### config.mk
export PLATFORM = sky130hd
export DESIGN_NAME = multicycle_ctrl
export DESIGN_NICKNAME = d
export VERILOG_FILES = /design/src/rtl/multicycle_ctrl.sv
export SDC_FILE = /design/constraint.sdc
export NUM_CORES = 1
export LEC_CHECK = 0
export BUFFER_PORTS_ARGS = -buffer_cell sky130_fd_sc_hd__clkbuf_2
export CAP_MARGIN = 15
export CORE_MARGIN = 3
export CORE_UTILIZATION = 48
export CTS_CLUSTER_SIZE = 28
export DETAILED_ROUTE_END_ITERATION = 12
export GPL_TIMING_DRIVEN = 0
export PLACE_DENSITY = 0.71
export SLEW_MARGIN = 25
export SYNTH_ARGS = -nofsm -noshare
export SYNTH_HDL_FRONTEND = slang
export SYNTH_SLANG_ARGS = --single-unit
### constraint.sdc
create_clock -name clk -period 4.3 [get_ports clk]
set_input_delay 0.215 -clock clk [delete_from_list [all_inputs] [get_ports clk]]
set_output_delay 0.215 -clock clk [all_outputs]
set_load 0.01 [all_outputs]
### src/rtl/multicycle_ctrl.sv
// Multi-cycle RV64 sequencer: drives per-state datapath strobes for R-type, ld, sd and beq,
// waits on the memory ready handshake, halts on unsupported opcodes or bus timeout.
module multicycle_ctrl #(
    parameter int CNT_W    = 32,
    parameter int MAX_WAIT = 15
) (
    input  logic             clk,
    input  logic             rst_n,
    input  logic             run,
    input  logic [6:0]       opcode,
    input  logic             zero,
    input  logic             mem_ready,
    output logic             IRWrite,
    output logic             PCWrite,
    output logic             PCSrc,
    output logic             MemRead,
    output logic             MemWrite,
    output logic             IorD,
    output logic             ALUSrc,
    output logic [1:0]       ALUOp,
    output logic             RegWrite,
    output logic             MemtoReg,
    output logic             busy,
    output logic             halted,
    output logic [CNT_W-1:0] instret
);

    localparam int WAIT_W = (MAX_WAIT > 1) ? $clog2(MAX_WAIT + 1) : 1;

    localparam logic [6:0] OP_R   = 7'b0110011;
    localparam logic [6:0] OP_LD  = 7'b0000011;
    localparam logic [6:0] OP_SD  = 7'b0100011;
    localparam logic [6:0] OP_BEQ = 7'b1100011;

    typedef enum logic [2:0] {
        S_IDLE, S_FETCH, S_DECODE, S_EXEC, S_MEM, S_WB, S_HALT
    } state_t;

    state_t            state_q, state_d;
    logic [6:0]        op_q;
    logic [WAIT_W-1:0] wait_cnt;
    logic              retire;
    logic              timeout;

    // mem_ready in the timeout cycle still completes the access
    assign timeout = (MAX_WAIT > 0) && (wait_cnt == WAIT_W'(MAX_WAIT)) && !mem_ready;

    always_comb begin
        state_d  = state_q;
        retire   = 1'b0;
        IRWrite  = 1'b0;
        PCWrite  = 1'b0;
        PCSrc    = 1'b0;
        MemRead  = 1'b0;
        MemWrite = 1'b0;
        IorD     = 1'b0;
        ALUSrc   = 1'b0;
        ALUOp    = 2'b00;
        RegWrite = 1'b0;
        MemtoReg = 1'b0;
        case (state_q)
            S_IDLE: if (run) state_d = S_FETCH;
            S_FETCH: begin
                MemRead = 1'b1;
                if (mem_ready) begin
                    IRWrite = 1'b1;
                    PCWrite = 1'b1;
                    state_d = S_DECODE;
                end else if (timeout) begin
                    state_d = S_HALT;
                end
            end
            S_DECODE: begin
                case (opcode)
                    OP_R, OP_LD, OP_SD, OP_BEQ: state_d = S_EXEC;
                    default:                    state_d = S_HALT;
                endcase
            end
            S_EXEC: begin
                case (op_q)
                    OP_R: begin
                        ALUOp   = 2'b10;
                        state_d = S_WB;
                    end
                    OP_LD, OP_SD: begin
                        ALUSrc  = 1'b1;
                        state_d = S_MEM;
                    end
                    OP_BEQ: begin
                        ALUOp   = 2'b01;
                        PCSrc   = 1'b1;
                        PCWrite = zero;
                        retire  = 1'b1;
                    end
                    default: state_d = S_HALT;
                endcase
            end
            S_MEM: begin
                IorD     = 1'b1;
                MemRead  = (op_q == OP_LD);
                MemWrite = (op_q == OP_SD);
                if (mem_ready) begin
                    if (op_q == OP_LD) state_d = S_WB;
                    else               retire  = 1'b1;
                end else if (timeout) begin
                    state_d = S_HALT;
                end
            end
            S_WB: begin
                RegWrite = 1'b1;
                MemtoReg = (op_q == OP_LD);
                retire   = 1'b1;
            end
            default: state_d = S_HALT;
        endcase
        // a stop request only takes effect at an instruction boundary
        if (retire) state_d = run ? S_FETCH : S_IDLE;
    end

    assign busy   = (state_q != S_IDLE) && (state_q != S_HALT);
    assign halted = (state_q == S_HALT);

    always_ff @(posedge clk or negedge rst_n) begin
        if (!rst_n) begin
            state_q  <= S_IDLE;
            op_q     <= '0;
            wait_cnt <= '0;
            instret  <= '0;
        end else begin
            state_q <= state_d;
            if (state_q == S_DECODE) op_q <= opcode;
            if ((state_d != state_q) && (state_d == S_FETCH || state_d == S_MEM))
                wait_cnt <= '0;
            else if ((state_q == S_FETCH || state_q == S_MEM) && !mem_ready && (wait_cnt != '1))
                wait_cnt <= wait_cnt + 1'b1;
            if (retire) instret <= instret + 1'b1;
        end
    end

endmodule

==> results.txt <==
sw frac: 38.0%
TritonCTS Buffers: 5
I/O pins: 57
Simple-Gate Fraction of Synth Area: 24.9%
All-Layer GR Usage: 18.8%
Core Rows: 25
Slew Limit Fails: 0
total grt overflow: 0
Internal Pwr Total: 909 uW
top area cells in the synthesized netlist: dfrtp_1, xor2_1, nor2_1, xnor2_1, nand2_1
Synth Register Bits: 46
layout cells sized above 1: 27.9%
distinct cell type count after synthesis: 57
Worst Clk Skew: 6.32 ps
Avg Cell Area, Syn: 10.1 um^2
Final period util: 52.1%
core area: 4880 um^2
largest family of logic cells by synthesized area: simple AND/OR/NAND/NOR gates
startpoint types: flop
mux contribution to synthesized area: 3.11%
final net count: 325
measured slew at the worst slew-check pin: 649 ps
Antenna diodes: 0
slowest stage delay, CP: 530 ps
Critical path buffers and inverters: 1
clock sink total: 46
Post-route DRC: 0
H-tree depth: 2
Max Clock Freq: 446 MHz
DRT Wirelength: 5330 um
clock-pin transition on the worst setup and hold timing paths: 80 ps
WP data required: 4450 ps
# port buffers: 56
Final Hold Slack: 146 ps
Hold Path Class: in -> reg
adder-cell share of the synthesized area: 1.40%
Worst Setup End Kind: flop
Critical Path AT: 2390 ps
fin crit period: 2240 ps
CTS tree: yes
Critical-path top delay cell: nor2_1
CTS root buffer: clkbuf_8
chip height: 78.1 um
top cell family by delay on the critical path: simple AND/OR/NAND/NOR gates
first-pass iteration count of the detailed router: 4
DRT iter0 DRCs: 155
Critical Path, Cell by Cell: clkbuf_1 > nand2b_1 > nor2_1 > a41oi_1 > o2111ai_2 > a221oi_2
Crit Path Max Fanout: 10
outcome: finished clean
Synth area leader: dfrtp_1
DR vias: 2,114
post-synthesis compound-gate area fraction: 9.72%
first-pass GRT wire length: 9290 um
DR vias/cell: 5.58
CTS max path bufs: 2
Worst VDD drop: 0.336 mV
final hold vios: 0
dpl cell area: 2860 um^2
Post-Syn Area: 2500 um^2
clock share of power: 20.4%
P per Cell Area: 491 nW/um^2
sequential group share of total power: 42.0%
Starting Density: 51.2%
XOR/XNOR share of the synthesized area: 11.6%
detailed-route wire length per cell: 14.1 um
Rel. slew slack: 56.6%
NetSw: 556 uW
Final setup viols: 0
top-area cell type share of the netlist area: 46.1%
area delta synth->final: 19.5%
Die ar.: 6100 um^2
die width: 78.1 um
Async S/R FF share, synth: 100%
EDFF count, synth: 0
register area share after synthesis: 46.1%
post-route ant nets: 0
Final Power: 1460 uW
WS Path Type: reg -> reg
combinational power share: 37.6%
initial antenna violation count: 0
yosys warns: 0
Post-Syn Nets: 261
RSZ-0062 raised after global routing: no
Design Area, Final: 2980 um^2
Final HPWL DP: 3920 um
GPL Wtd Cong: 0.891
leakage power total: 0.00144 uW
Post-synth top flop: dfrtp_1
setup TNS: 0 ps
Clk Latency, worst-skew pair: 290 ps
Syn Inst Count: 247
max_cap viols: 0
pin count of the biggest net entering global routing: 47
vias in the first global route: 2,044
## cell usage after synthesis, drive strengths merged, types with 3 or more instances
master	count
dfrtp	46
nor2	26
xor2	23
nand2	20
nor3	12
nor4	12
nand3	11
inv	10
xnor2	10
nand4	7
mux2	6
a21oi	4
buf	4
nor4b	4
o211ai	4
nand2b	3
o21ai	3
or3	3
## final timing paths
| check | start | end | slack (ps) | cells after the start |
|---|---|---|---|---|
| max in group asynchronous | rst_n | instret[13] | 3400 | 2 |
| min | opcode[5] | op_q[5] | 150 | 3 |
| max | state_q[0] | wait_cnt[2] | 2060 | 6 |
| min in group asynchronous | rst_n | wait_cnt[2] | 490 | 2 |
| min reg2reg | instret[31] | instret[31] | 470 | 1 |
| max reg2reg | state_q[0] | wait_cnt[2] | 2060 | 6 |
## stage by stage
step                      cells  setup slack, ps  util [%]
after global placement      370             2140      58.6
after global routing        379             1920      61.2
after detailed placement    370             2120      58.7
final                       379             2060      61.2
after CTS                   379             2090      61.2
after floorplan             247             2380         -
## kinds of logic after synthesis
| kind of cell | after synthesis |
|---|---|
| adder cells (fa/ha/maj) | 3 |
| multiplexers | 7 |
| AO/OA/AOI/OAI | 28 |
| flip-flops | 46 |
| XOR/XNOR | 33 |
| buffers and inverters | 16 |
| AND/OR/NAND/NOR | 114 |
## registers in the layout, indices dropped and copies added, names as in the netlist
signal,flops
state_q,3
instret,32
op_q,7
wait_cnt,4
## power groups by stage
| stage | sequential (uW) | clock (uW) | combinational (uW) |
|---|---|---|---|
| detailed placement | 621 | 0 | 549 |
| global route | 628 | 329 | 606 |
| floorplan | 610 | 0 | 392 |
| global placement | 619 | 0 | 542 |
| CTS | 613 | 308 | 551 |
| finish | 615 | 299 | 550 |
## worst reg2reg max path, cell delays in order (launching register included)
cell       delay, ps
dfrtp_1          440
clkbuf_1         240
nand2b_1         240
nor2_1           530
a41oi_1          320
o2111ai_2        210
a221oi_2         120
## metal layers
| metal | track usage, % | vias to the layer above | wire length, um |
|---|---|---|---|
| met4 | 5.94 | 0 | 48 |
| met2 | 29.3 | 63 | 2480 |
| met3 | 4.24 | 5 | 281 |
| li1 | - | 1023 | - |
| met1 | 26.0 | 1023 | 2530 |
| met5 | 0 | - | 0 |
## what timing repair did
item / 4_1_cts / 5_1_grt
resized for setup: 0 / 0
setup buffers: 0 / 0
hold endpoints to repair: 46 / 0
hold buffers: 1 / 0
## layout by cell type, fill, tap and decap left out, types with 9 or more instances in the layout
master	instances
clkbuf_2	55
dfrtp_1	46
nor2_1	26
xor2_1	23
nand2_1	20
nor3_1	11
nand3_1	11
nor4_1	10
xnor2_1	10
inv_1	9
## cell type report
class,count,area (um^2)
Tap cell,67,83.8
Multi-Input combinational cell,185,1270
Timing Repair Buffer,57,293
Buffer,6,41.3
Clock buffer,8,110
Inverter,10,37.5
Sequential cell,46,1150
Fill cell,426,1900
Power figures use the tool's default switching activity.
